[config.mk]
export PLATFORM = sky130hd
export DESIGN_NAME = instr_fetch_unit
export DESIGN_NICKNAME = d
export VERILOG_FILES = /design/src/rtl/instr_fetch_unit.sv
export SDC_FILE = /design/constraint.sdc
export NUM_CORES = 1
export LEC_CHECK = 0
export ABC_AREA = 1
export ABC_CLOCK_PERIOD_IN_PS = 15300
export CELL_PAD_IN_SITES_DETAIL_PLACEMENT = 2
export CELL_PAD_IN_SITES_GLOBAL_PLACEMENT = 2
export CORE_UTILIZATION = 38
export DETAILED_ROUTE_END_ITERATION = 12
export PLACE_DENSITY_LB_ADDON = 0.1
export RECOVER_POWER = 25
export SYNTH_ARGS = -nofsm -noshare
export SYNTH_HDL_FRONTEND = slang
export SYNTH_SLANG_ARGS = --single-unit
[constraint.sdc]
create_clock -name clk -period 15.3 [get_ports clk]
set_clock_uncertainty 0.05 [all_clocks]
set_input_delay 3.825 -clock clk [delete_from_list [all_inputs] [get_ports clk]]
set_output_delay 3.825 -clock clk [all_outputs]
set_load 0.02 [all_outputs]
[src/rtl/instr_fetch_unit.sv]
// Instruction fetch unit: owns the fetch PC, issues one request at a time on a
// registered req/ack instruction-memory port and buffers returned words in a
// small prefetch FIFO that feeds the datapath over valid/ready.
// A redirect restarts fetch at the branch target and flushes wrong-path words.
// Optional build macro IFU_PERF_EN adds discard and full-stall counters.
module instr_fetch_unit #(
   parameter int unsigned DEPTH    = 4,
   parameter logic [31:0] RESET_PC = 32'h0
) (
   input  logic        clk,
   input  logic        rst,
`ifdef IFU_PERF_EN
   output logic [31:0] perf_discard_cnt,
   output logic [31:0] perf_full_cnt,
`endif
   output logic        imem_req,
   output logic [31:0] imem_addr,
   input  logic        imem_ack,
   input  logic [31:0] imem_rdata,
   output logic        instr_valid,
   output logic [31:0] instr,
   output logic [31:0] instr_pc,
   input  logic        instr_ready,
   input  logic        redirect,
   input  logic [31:0] redirect_pc
);

   localparam int unsigned PW = $clog2(DEPTH);
   localparam int unsigned CW = PW + 1;
   localparam logic [CW-1:0] FULL_CNT = CW'(DEPTH);

   typedef enum logic [1:0] {StIdle = 2'd0, StReq = 2'd1, StDiscard = 2'd2} state_e;

   state_e        r_state, w_state_nxt;
   logic          r_req, w_req_nxt;
   logic [31:0]   r_addr, w_addr_nxt;
   logic [31:0]   r_fetch_pc, w_fetch_pc_nxt;
   logic [CW-1:0] r_count, w_count_nxt, w_count_after_pop;
   logic [PW-1:0] r_wr_ptr, r_rd_ptr, w_rd_ptr_pop;
   logic [31:0]   r_mem_instr [DEPTH];
   logic [31:0]   r_mem_pc    [DEPTH];
   logic [31:0]   r_instr, r_instr_pc, w_head_instr, w_head_pc;
   logic          w_ack, w_pop, w_push, w_flush, w_drop, w_valid;
   logic [31:0]   w_redirect_pc;

   assign w_redirect_pc = redirect_pc & 32'hFFFF_FFFC;
   // An ack with no request outstanding (e.g. after a reset) is ignored.
   assign w_ack   = imem_ack & r_req;
   assign w_valid = (r_count != '0);
   assign w_pop   = w_valid & instr_ready;

   // Fetch FSM next-state, request control and FIFO push/flush decisions.
   always_comb begin
      w_state_nxt    = r_state;
      w_req_nxt      = r_req;
      w_addr_nxt     = r_addr;
      w_fetch_pc_nxt = r_fetch_pc;
      w_push         = 1'b0;
      w_flush        = 1'b0;
      w_drop         = 1'b0;
      case (r_state)
         StIdle: begin
            if (redirect) begin
               w_fetch_pc_nxt = w_redirect_pc;
               w_flush        = 1'b1;
            end else if (r_count < FULL_CNT) begin
               // A free slot now guarantees room when the ack arrives.
               w_req_nxt   = 1'b1;
               w_addr_nxt  = r_fetch_pc;
               w_state_nxt = StReq;
            end
         end
         StReq: begin
            if (redirect) begin
               w_fetch_pc_nxt = w_redirect_pc;
               w_flush        = 1'b1;
               if (w_ack) begin
                  w_drop      = 1'b1;
                  w_req_nxt   = 1'b0;
                  w_state_nxt = StIdle;
               end else begin
                  // Request must stay up until acked; its data is wrong-path.
                  w_state_nxt = StDiscard;
               end
            end else if (w_ack) begin
               w_push         = 1'b1;
               w_fetch_pc_nxt = r_fetch_pc + 32'd4;
               w_req_nxt      = 1'b0;
               w_state_nxt    = StIdle;
            end
         end
         StDiscard: begin
            if (redirect) begin
               w_fetch_pc_nxt = w_redirect_pc;
               w_flush        = 1'b1;
            end
            if (w_ack) begin
               w_drop      = 1'b1;
               w_req_nxt   = 1'b0;
               w_state_nxt = StIdle;
            end
         end
         default: w_state_nxt = StIdle;
      endcase
   end

   // FIFO occupancy and the registered head word presented to the datapath.
   always_comb begin
      w_count_after_pop = r_count - CW'(w_pop);
      w_rd_ptr_pop      = r_rd_ptr + PW'(w_pop);
      w_count_nxt       = w_flush ? '0 : (w_count_after_pop + CW'(w_push));
      w_head_instr      = r_instr;
      w_head_pc         = r_instr_pc;
      // Head holds its last value when the FIFO goes empty.
      if (!w_flush && (w_count_nxt != '0)) begin
         if (w_count_after_pop == '0) begin
            w_head_instr = imem_rdata;
            w_head_pc    = r_addr;
         end else begin
            w_head_instr = r_mem_instr[w_rd_ptr_pop];
            w_head_pc    = r_mem_pc[w_rd_ptr_pop];
         end
      end
   end

   // Control state, request port, fetch PC, count and head registers.
   always_ff @(posedge clk) begin
      if (!rst) begin
         r_state    <= StIdle;
         r_req      <= 1'b0;
         r_addr     <= RESET_PC;
         r_fetch_pc <= RESET_PC;
         r_count    <= '0;
         r_instr    <= '0;
         r_instr_pc <= '0;
      end else begin
         r_state    <= w_state_nxt;
         r_req      <= w_req_nxt;
         r_addr     <= w_addr_nxt;
         r_fetch_pc <= w_fetch_pc_nxt;
         r_count    <= w_count_nxt;
         r_instr    <= w_head_instr;
         r_instr_pc <= w_head_pc;
      end
   end

   // FIFO read/write pointers; a flush realigns both to slot 0.
   always_ff @(posedge clk) begin
      if (!rst || w_flush) begin
         r_wr_ptr <= '0;
         r_rd_ptr <= '0;
      end else begin
         r_wr_ptr <= r_wr_ptr + PW'(w_push);
         r_rd_ptr <= w_rd_ptr_pop;
      end
   end

   // FIFO storage write; contents are only meaningful below the count.
   always_ff @(posedge clk) begin
      if (rst && w_push) begin
         r_mem_instr[r_wr_ptr] <= imem_rdata;
         r_mem_pc[r_wr_ptr]    <= r_addr;
      end
   end

`ifdef IFU_PERF_EN
   logic [31:0] r_perf_discard, r_perf_full;

   // Saturating counters for dropped responses and full-FIFO idle cycles.
   always_ff @(posedge clk) begin
      if (!rst) begin
         r_perf_discard <= '0;
         r_perf_full    <= '0;
      end else begin
         if (w_drop && (r_perf_discard != 32'hFFFF_FFFF)) begin
            r_perf_discard <= r_perf_discard + 32'd1;
         end
         if ((r_state == StIdle) && (r_count == FULL_CNT) &&
             (r_perf_full != 32'hFFFF_FFFF)) begin
            r_perf_full <= r_perf_full + 32'd1;
         end
      end
   end

   assign perf_discard_cnt = r_perf_discard;
   assign perf_full_cnt    = r_perf_full;
`endif

   assign imem_req    = r_req;
   assign imem_addr   = r_addr;
   assign instr_valid = w_valid;
   assign instr       = r_instr;
   assign instr_pc    = r_instr_pc;

endmodule

==> impl_results.md, run 1 <==
* Final Routed Wirelength at roughly 53 mm
* Synth warn at 0
* WS Path Type: in2reg
* Pleak at slightly above 7 nW
* Total power at around 2.3 mW
* Antenna violations before repair at 1
* Post-CTS Setup Inserts at 0
* Crit. End Element: flip-flop
* Hold worst-path end: imem_req
* Total GRT Usage at between 20% and 30%
* DRT iter0 DRCs at approximately 520
* Pwr per Cell Area at between 100 and 150 mW/mm^2
* Die area at 0.0433 sq mm
* Hold Startpoint: imem_req
* Relative slew slack at roughly 30%
* Placed cells at 2336
* Drt wl/cell at 22.0 microns
* CTS sink cnt at 380
* Final instance area at about 0.019 sq mm
* R2R depth at 11
* Setup violations, final at 0
* Filler instances at roughly 4500
* Clock latency on the worst-skew pair at around 0.56 ns
* Sequential-to-total area share from yosys stat at 62.5%
* Data required time of the worst path at 15.74 ns
* Place WS at roughly 7.7 ns
* Yosys cell types at 40
* Worst vdd ir at around 57 uV
* Hold buffer count at CTS at 0
* Post-layout util at 46.2%
* TritonCTS Buffers at 43
* Gr ovfl total at 0
* Avg Cell Area, Syn at 9.41 sq um
* Worst min path class: reg2reg
* Ports at about 170
* Nets at between 1500 and 2000
* WHS at 0.448 ns
* Max-cap violations at 0
* DP HPWL at roughly 32 mm
* DRT Pass-1 Iters at 6
* WP data arrival at 7.42 ns
* Count of final max-slew check failures at 0
* Worst-Margin Slew at between 1 and 1.5 ns
* DRT antenna net count at 0
* Fin Setup TNS at 0 ns
* RSZ-0062 raised after global routing: false
* Layout area overhead at 20.1%
* Routability congestion estimate at approximately 0.80
* Site Rows at 75
* Mapped Cells at about 1700
* Worst r2r src: r_count[2]
* Initial Util at around two fifths
* Fin. Hold Viols at 0
* Root Buffer Master: clkbuf_16
* Non-Filler Instances at 2416
* Post_cts resized at 0
* H-tree levels at 2
* CP startpoint kind: primary input
* # DRC at 0
* DR vias/cell at around 5.3
* Status: completed
* Post-DP Area at about 0.018 sq mm
* Mapped cell area at 0.0161 sq mm
* Post-route setup slack at approximately 8.3 ns
* Min Tclk post-route at 6.98 ns
* R2r endpoint: instr_pc[31]
* Max Fclk at roughly 140 MHz
* Hold path depth at 1
* Die width at between 200 and 250 microns
* Core footprint at 0.0419 sq mm
* Final worst-path cycle share at about 46%
* Die H at 208 microns
* Synthesized flop and latch total at 380
* Via Count at roughly 13000
* Clk buf depth at 3
* Worst-path fanout max at between 70 and 80
* Layout cells sized above 1 at under 10%
* Number of global-route vias before repair at ~14000
* Global-route wire length before repair at 83.2 mm
* Clock slew seen by the registers of the worst setup and hold paths at about 0.06 ns
* Largest net degree at the start of global routing at 84
* I/O Buffers at 160
* CTS tree: built
* R2R setup slack at between 10 and 15 ns
-- cell type report --
type                       instances  area [sq um]  share of cell area [%]
clock inverter                    15           101                   0.523
inverter                         108           412                    2.13
clock buffer                      64          1230                    6.34
tap                              539           674                    3.48
sequential                       380         10100                    52.1
timing repair buffer             178          1730                    8.94
multi-input combinational       1131          5130                    26.5
antenna                            1          2.50                  0.0129
-- critical path, cell delays in order --
cell,delay [ns]
clkdlybuf4s50_1,0.45
a21boi_0,0.43
ha_4,0.42
inv_4,0.54
buf_4,0.80
nand2_1,0.15
nand3_1,0.14
nand3_1,0.10
o21ai_0,0.25
nor2_1,0.10
nor2_1,0.12
-- cells in the final DEF, fill, tap and decap left out, types with 7 or more instances in the layout --
cell type        Yosys  routed
inv_1              103     103
dfxtp_1            132     132
clkdlybuf4s50_1      0     143
a21oi_1             65      65
clkinv_2             0       7
clkbuf_1            43      16
ha_1                11      10
edfxtp_1           248     248
nand2_1            400     399
nor2_1             213     213
nand3_1            217     217
dlygate4sd3_1        0      16
o21ai_0            175     175
clkbuf_16            0      45
buf_4               10      18
-- metal layers --
metal  share of wire [%]  GRT usage [%]  vias to the layer above
met3                 2.3           2.85                       70
met5                   0              0                        -
met1                  45           31.7                     6610
met4                 2.4           8.22                        0
met2                  51           44.1                      176
li1                    -              -                     6025
-- synthesized netlist by cell type --
cell / count / share of area (%)
o21ai_0: 175 / 5.4
xnor2_4: 1 / 0.17
a211oi_2: 1 / 0.078
clkbuf_1: 43 / 1.0
nand3_2: 1 / 0.062
conb_1: 1 / 0.023
dfxtp_1: 132 / 16
nor2_1: 213 / 5.0
nor3_4: 1 / 0.10
edfxtp_1: 248 / 46
nand2_4: 1 / 0.070
nor3_1: 8 / 0.25
o21a_1: 1 / 0.047
buf_8: 1 / 0.093
nand2_2: 2 / 0.078
or2_0: 3 / 0.12
nand3b_1: 1 / 0.047
o21ai_1: 6 / 0.19
buf_2: 33 / 1.0
or2_2: 2 / 0.078
clkbuf_8: 3 / 0.26
o2111ai_1: 1 / 0.054
a21boi_0: 1 / 0.047
nand3_1: 217 / 6.7
nor2_4: 1 / 0.070
inv_1: 103 / 2.4
inv_4: 1 / 0.039
o22ai_1: 1 / 0.039
a21oi_1: 65 / 2.0
inv_2: 4 / 0.093
a211oi_1: 2 / 0.093
buf_6: 9 / 0.63
xnor2_2: 1 / 0.10
nor2_2: 1 / 0.039
a31oi_1: 2 / 0.078
nand2_1: 400 / 9.3
buf_4: 10 / 0.47
nand4_1: 6 / 0.23
xnor2_1: 2 / 0.11
ha_1: 11 / 0.85
-- logic make-up after synthesis --
logic type | synth area share (%)
DFF | 62.5
other | 0.0232
and+or+nand+nor | 22.1
adders and majority gates | 0.853
AOI/OAI and AO/OA | 8.07
buffers and inverters | 6.00
xor gates and xnor gates | 0.380
-- report_power, final --
part           internal [mW]  switching (mW)  total [mW]  leakage [nW]
clock                  0.571           0.416       0.988         0.641
sequential              1.12          0.0333        1.15          3.33
combinational         0.0663           0.113       0.179          3.09
total                   1.76           0.563        2.32          7.06
-- state kept, by name (all words and copies together), names as in the netlist, 3 cells and up --
name,flops
instr,32
imem_addr,30
instr_pc,30
r_count,3
r_fetch_pc,30
r_mem_instr,128
r_mem_pc,120
-- worst max path at each step --
stage	slack, ns	end	startpoint	depth (start not counted)
2_1_floorplan	6.13	r_mem_instr[0][0]	rst	4
3_3_place_gp	7.81	instr_pc[31]	instr_ready	11
3_5_place_dp	7.70	instr_pc[31]	instr_ready	11
4_1_cts	8.26	instr_pc[31]	instr_ready	11
5_1_grt	8.04	instr_pc[31]	instr_ready	11
6_report	8.32	instr_pc[31]	instr_ready	11
No activity file was read; power rests on OpenSTA's default activity.
==> inputs of run 2 (changes only) <==
--- a/config.mk
+++ b/config.mk
@@ -6,10 +6,10 @@
 export NUM_CORES = 1
 export LEC_CHECK = 0
 export ABC_AREA = 1
-export ABC_CLOCK_PERIOD_IN_PS = 15300
+export ABC_CLOCK_PERIOD_IN_PS = 6690
 export CELL_PAD_IN_SITES_DETAIL_PLACEMENT = 2
 export CELL_PAD_IN_SITES_GLOBAL_PLACEMENT = 2
-export CORE_UTILIZATION = 38
+export CORE_UTILIZATION = 36
 export DETAILED_ROUTE_END_ITERATION = 12
 export PLACE_DENSITY_LB_ADDON = 0.1
 export RECOVER_POWER = 25
==> constraint.sdc (replaced) <==
create_clock -name clk -period 6.69 [get_ports clk]
set_clock_uncertainty 0.05 [all_clocks]
set_input_delay 1.6725 -clock clk [delete_from_list [all_inputs] [get_ports clk]]
set_output_delay 1.6725 -clock clk [all_outputs]
set_load 0.02 [all_outputs]
==> run 2 against run 1 <==
Die area grew 5.5%; combinational power is 130% higher; first-iteration DRC count is 20% higher; cell count is 2.4% higher; utilization is 1.8 points lower; sequential power increased by 130%; global-route usage down 1.7 points; register-to-register slack worse by 8.4 ns; sequential cell count stayed put; design area rose by 1.3%.
==> impl_results.md, run 2 (synthesized netlist as in run 1, its figures left out) <==
* Ports at 167 (unchanged)
* Post-CTS Setup Inserts at 0 (unchanged)
* Setup violations, final at 0 (unchanged)
* Total GRT Usage at 23.3% (-1.7 points)
* Routability congestion estimate at 0.805 (+1.1%)
* Non-Filler Instances at 2474 (+2.4%)
* CP delay by family, top: buffers and inverters
* Clk buf depth at 3 (unchanged)
* Total power at 5.45 mW (+140%)
* Layout cells sized above 1 at 5.95% (+0.62 points)
* Gr ovfl total at 0 (unchanged)
* Number of global-route vias before repair at 13900 (-3.1%)
* Status: completed
* Fin. Hold Viols at 0 (unchanged)
* # DRC at 0 (unchanged)
* H-tree levels at 2 (unchanged)
* Die H at 214 microns (+2.7%)
* Via Count at 12800 (-0.66%)
* Worst-Margin Slew at 1.06 ns (+0.0112 ns)
* DRT Pass-1 Iters at 4 (-2)
* R2r endpoint: instr[26]
* Final Routed Wirelength at 52.1 mm (-2.1%)
* Placed cells at 2392 (+2.4%)
* Place WS at 1.44 ns (-6.26 ns)
* Worst r2r src: r_count[2]
* Largest net degree at the start of global routing at 79 (-6.0%)
* Biggest register: r_mem_instr
* Clock slew seen by the registers of the worst setup and hold paths at 0.06 ns (about the same)
* I/O Buffers at 160 (unchanged)
* Layout area overhead at 21.6%
* Post-layout util at 44.4% (-1.8 points)
* DR vias/cell at 5.17 (-3.0%)
* Worst-path fanout max at 60 (-15%)
* WP data arrival at 5.03 ns (-2.39 ns)
* Relative slew slack at 29.1% (-0.75 points)
* Worst vdd ir at 148 uV (+160%)
* R2R depth at 11 (unchanged)
* CP max stage cell: buf_4
* Drt wl/cell at 21.1 microns (-4.4%)
* DRT antenna net count at 0 (unchanged)
* CTS sink cnt at 380 (unchanged)
* Data required time of the worst path at 7.10 ns (-8.64 ns)
* Core footprint at 0.0442 sq mm (+5.4%)
* GRT Max-Usage Layer: met2
* Largest register FFs at 128 (unchanged)
* TritonCTS Buffers at 44 (+2.3%)
* Pwr per Cell Area at 278 mW/mm^2 (+130%)
* Global-route wire length before repair at 80.0 mm (-3.9%)
* WS Path Type: in2reg
* Worst path bufs/invs at 2 (-1)
* Crit. End Element: flip-flop
* Ant. Diodes at 0 (-1)
* Max Fclk at roughly 220 MHz
* Nets at 1926 (+0.21%)
* Hold worst-path end: imem_req
* RSZ-0062 raised after global routing: false
* Max-cap violations at 0 (unchanged)
* GRT met2 Usage at 40.9% (-3.2 points)
* Die area at 0.0457 sq mm (+5.5%)
* Post-route setup slack at 2.06 ns (-6.26 ns)
* Worst min path class: reg2reg
* Die width at 214 microns (+2.7%)
* CTS tree: built
* Hold Startpoint: imem_req
* Filler instances at 4675 (+4.6%)
* Initial Util at 36.5% (-2.0 points)
* M1 GR Usage at 30.0% (-1.7 points)
* Clock latency on the worst-skew pair at 0.57 ns (about the same)
* R2R setup slack at 3.11 ns (-8.42 ns)
* Post_cts resized at 0 (unchanged)
* Most common cell after layout, fill and taps aside: nand2_1
* Hold buffer count at CTS at 0 (unchanged)
* Critical-path cell list: clkdlybuf4s50_1, a21boi_0, ha_1, ha_1, xnor2_2, nand3_4, buf_4, nand3_1, o21ai_0, nor2_1, nor2_1
* Max stage delay on crit path at 0.62 ns (-0.18 ns)
* Antenna violations before repair at 0 (-1)
* Site Rows at 77 (+2.7%)
* Min Tclk post-route at ~4.6 ns
* Final worst-path cycle share at roughly 70%
* Hold path depth at 1 (unchanged)
* Root Buffer Master: clkbuf_16
* Count of final max-slew check failures at 0 (unchanged)
* Met3 usage at 3.32% (+0.47 points)
* DRT iter0 DRCs at 628 (+20%)
* Most frequent cells in the layout: nand2_1 (399), edfxtp_1 (248), nand3_1 (217)
* DP HPWL at 31.9 mm (+0.65%)
* CP startpoint kind: primary input
* Pleak at 7.15 nW (+1.3%)
-- run 2: changes by cell type in the layout (fill, tap and decap cells not counted), sizes merged --
cell,delta
buf,+3
clkinv,-3
inv,+3
bufinv,+2
clkbuf,+2
clkdlybuf4s50,+1
clkinvlp,-1
diode,-1
dlygate4sd3,-1
-- run 2: where the power goes --
part	internal [mW]	switching [mW]
logic	0.152	0.255
registers	2.56	0.0765
clock network	1.45	0.965
-- run 2: metal layers --
| layer | vias to the layer above | wire [microns] |
|---|---|---|
| met2 | 196 | 26100 |
| met4 | 0 | 971 |
| met3 | 67 | 1750 |
| met5 | - | 0 |
| li1 | 6028 | - |
| met1 | 6505 | 23300 |
-- run 2: how the worst max path moves through the flow --
stage	endpoint	slack (ns)	depth (start not counted)	startpoint
final	instr[26]	2.06	11	instr_ready
after global routing	instr_pc[7]	1.85	11	instr_ready
after CTS	instr[27]	2.02	11	instr_ready
after detailed placement	instr_pc[10]	1.44	11	instr_ready
after global placement	instr_pc[10]	1.54	11	instr_ready
after floorplan	r_mem_instr[0][0]	-0.33	4	rst
-- run 2: cell type report --
class	count	area, sq um	area share (%)
inverter	108	410	2.09
clock buffer	66	1280	6.55
multi-input combinational	1131	5130	26.1
sequential	380	10100	51.4
clock inverter	16	169	0.861
tap	592	741	3.78
timing repair buffer	181	1790	9.13
-- run 2: per-stage QoR --
stage	setup TNS [ns]	hold slack (ns)	area, sq um
after global placement	0	0.429	18200
after global routing	0	0.472	19600
final	0	0.456	19600
after detailed placement	0	0.436	18200
after floorplan	-81.48	0.417	16100
after CTS	0	0.457	19600
==> inputs of run 3 (changes only) <==
--- a/config.mk
+++ b/config.mk
@@ -6,10 +6,10 @@
 export NUM_CORES = 1
 export LEC_CHECK = 0
 export ABC_AREA = 1
-export ABC_CLOCK_PERIOD_IN_PS = 6690
+export ABC_CLOCK_PERIOD_IN_PS = 3800
 export CELL_PAD_IN_SITES_DETAIL_PLACEMENT = 2
 export CELL_PAD_IN_SITES_GLOBAL_PLACEMENT = 2
-export CORE_UTILIZATION = 36
+export CORE_UTILIZATION = 32
 export DETAILED_ROUTE_END_ITERATION = 12
 export PLACE_DENSITY_LB_ADDON = 0.1
 export RECOVER_POWER = 25
==> constraint.sdc (replaced) <==
create_clock -name clk -period 3.8 [get_ports clk]
set_clock_uncertainty 0.05 [all_clocks]
set_input_delay 0.95 -clock clk [delete_from_list [all_inputs] [get_ports clk]]
set_output_delay 0.95 -clock clk [all_outputs]
set_load 0.02 [all_outputs]
==> run 3 against run 2 <==
Largest cell class unchanged; total power rose by 72%; critical path depth rose by 1; routed wire length rose by 2.3%; sequential cell count did not move; register-to-register slack got worse by 2.2 ns; sequential power rose by 76%; via count rose by 0.41%; die area rose by 12%; count of clock-buffer cells in the layout rose by 2; setup slack got worse by 1.5 ns; design area rose by 2.2%; first-iteration DRC count fell by 14%.
==> impl_results.md, run 3 (synthesized netlist as in run 1, its figures left out) <==
* Fin Setup TNS at 0 ns (unchanged)
* DRT antenna net count at 0 (unchanged)
* FF+latch area at 0.0101 sq mm (unchanged)
* Ports at 167 (unchanged)
* TritonCTS Buffers at 43 (-2.3%)
* Place WS at -0.0490 ns (-1.49 ns)
* Crit. End Element: flip-flop
* Pwr per Cell Area at 467 mW/mm^2 (+68%)
* RSZ-0062 raised after global routing: false
* Worst-Margin Slew at 0.738 ns (-0.325 ns)
* Clock slew seen by the registers of the worst setup and hold paths at 0.06 ns (about the same)
* Most frequent cells in the layout: nand2_1 (399), edfxtp_1 (248), nand3_1 (217)
* Post-DP Area at 0.0187 sq mm (+3.1%)
* Min Tclk post-route at between 3 and 4 ns
* Routability congestion estimate at 0.806 (about the same)
* Fin. Hold Viols at 0 (unchanged)
* Final Routed Wirelength at 53.3 mm (+2.3%)
* Drt wl/cell at 20.7 microns (-1.8%)
* Post-layout util at 40.6% (-3.7 points)
* DP HPWL at 34.7 mm (+8.7%)
* Ant. Diodes at 0 (unchanged)
* Site Rows at 81 (+5.2%)
* Post_cts resized at 0 (unchanged)
* Area of the multi-input gates at 0.00515 sq mm (+0.49%)
* Antenna violations before repair at 1 (+1)
* DR vias/cell at 4.99 (-3.6%)
* Layout area overhead at 24.3%
* DRT iter0 DRCs at 542 (-14%)
* Hold buffer count at CTS at 0 (unchanged)
* Total GRT Usage at 21.3% (-2.0 points)
* Initial Util at 32.7% (-3.8 points)
* Most common cell after layout, fill and taps aside: nand2_1
* Root Buffer Master: clkbuf_16
* Worst vdd ir at 277 uV (+87%)
* Final instance area at 0.0201 sq mm (+2.2%)
* WHS at 0.440 ns (-0.0153 ns)
* Global-route wire length before repair at 82.5 mm (+3.1%)
* Max Fclk at about 300 MHz
* Setup violations, final at 0 (unchanged)
* Count of final max-slew check failures at 0 (unchanged)
* Biggest register: r_mem_instr
* CTS tree: built
* Number of global-route vias before repair at 14200 (+2.2%)
* CTS sink cnt at 380 (unchanged)
* Clock latency on the worst-skew pair at 0.56 ns (about the same)
* Nets at 1959 (+1.7%)
* Total power at 9.36 mW (+72%)
* Largest net degree at the start of global routing at 57 (-28%)
* Via Count at 12800 (+0.41%)
* Die width at 227 microns (+6.0%)
* Placed cells at 2498 (+4.4%)
* I/O Buffers at 160 (unchanged)
* Non-Filler Instances at 2577 (+4.2%)
* Gr ovfl total at 0 (unchanged)
* Max-cap violations at 0 (unchanged)
* Final worst-path cycle share at between 80% and 90%
* Largest register FFs at 128 (unchanged)
* Die H at 227 microns (+6.0%)
* CP startpoint kind: primary input
* # DRC at 0 (unchanged)
* Relative slew slack at 50.7% (+22 points)
* Pleak at 7.33 nW (+2.5%)
* DRT Pass-1 Iters at 5 (+1)
* WS Path Type: in2reg
* Layout cells sized above 1 at 7.06% (+1.1 points)
* Die area at 0.0513 sq mm (+12%)
* H-tree levels at 2 (unchanged)
* Data required time of the worst path at 4.24 ns (-2.86 ns)
* Core footprint at 0.0494 sq mm (+12%)
* Clk buf depth at 3 (unchanged)
* Filler instances at 5383 (+15%)
* Status: completed
* WP data arrival at 3.68 ns (-1.35 ns)
* Worst-path fanout max at 9 (-85%)
* Worst min path class: reg2reg
* Post-CTS Setup Inserts at 0 (unchanged)
* Post-route setup slack at 0.560 ns (-1.50 ns)
-- run 3: cell types whose count changed in the layout (fill, tap and decap cells not counted), moves of 4 or more --
| cell | delta |
|---|---|
| nor3_4 | +4 |
| nor3_2 | -4 |
| clkinv_1 | +5 |
| buf_12 | +15 |
| buf_4 | +19 |
-- run 3: worst max-delay path: stages --
cell             delay (ns)
clkdlybuf4s50_1        0.53
a21boi_0               0.31
ha_1                   0.34
inv_1                  0.09
ha_1                   0.16
ha_1                   0.23
o21ai_0                0.31
nand2_4                0.14
inv_4                  0.21
buf_4                  0.22
nor2_1                 0.06
nor2_1                 0.12
-- run 3: path summary, 6_finish.rpt --
check / endpoint / depth (start not counted) / startpoint / slack, ns
worst max-delay path: instr[4] / 12 / instr_ready / 0.56
worst min-delay path: imem_req / 1 / imem_req / 0.44
worst min register to register: imem_req / 1 / imem_req / 0.44
worst max register to register: instr[4] / 12 / r_count[2] / 0.92
-- run 3: power breakdown --
group,switching (mW),total (mW),internal [mW]
Clock,1.66,3.97,2.31
Combinational,0.457,0.748,0.291
Sequential,0.131,4.64,4.51
-- run 3: layer usage --
| metal | GRT usage [%] | share of wire (%) |
|---|---|---|
| met5 | 0 | 0.024 |
| met4 | 5.47 | 2.0 |
| met3 | 3.14 | 2.9 |
| met2 | 37.4 | 49 |
| met1 | 27.3 | 46 |
-- run 3: cell type report --
class	count	area share [%]
well taps	664	4.14
inverters	108	2.05
flip-flops and latches	380	50.3
clock inverters	11	0.250
clock buffers	68	6.40
repair buffers	215	11.1
multi-input cells	1131	25.7
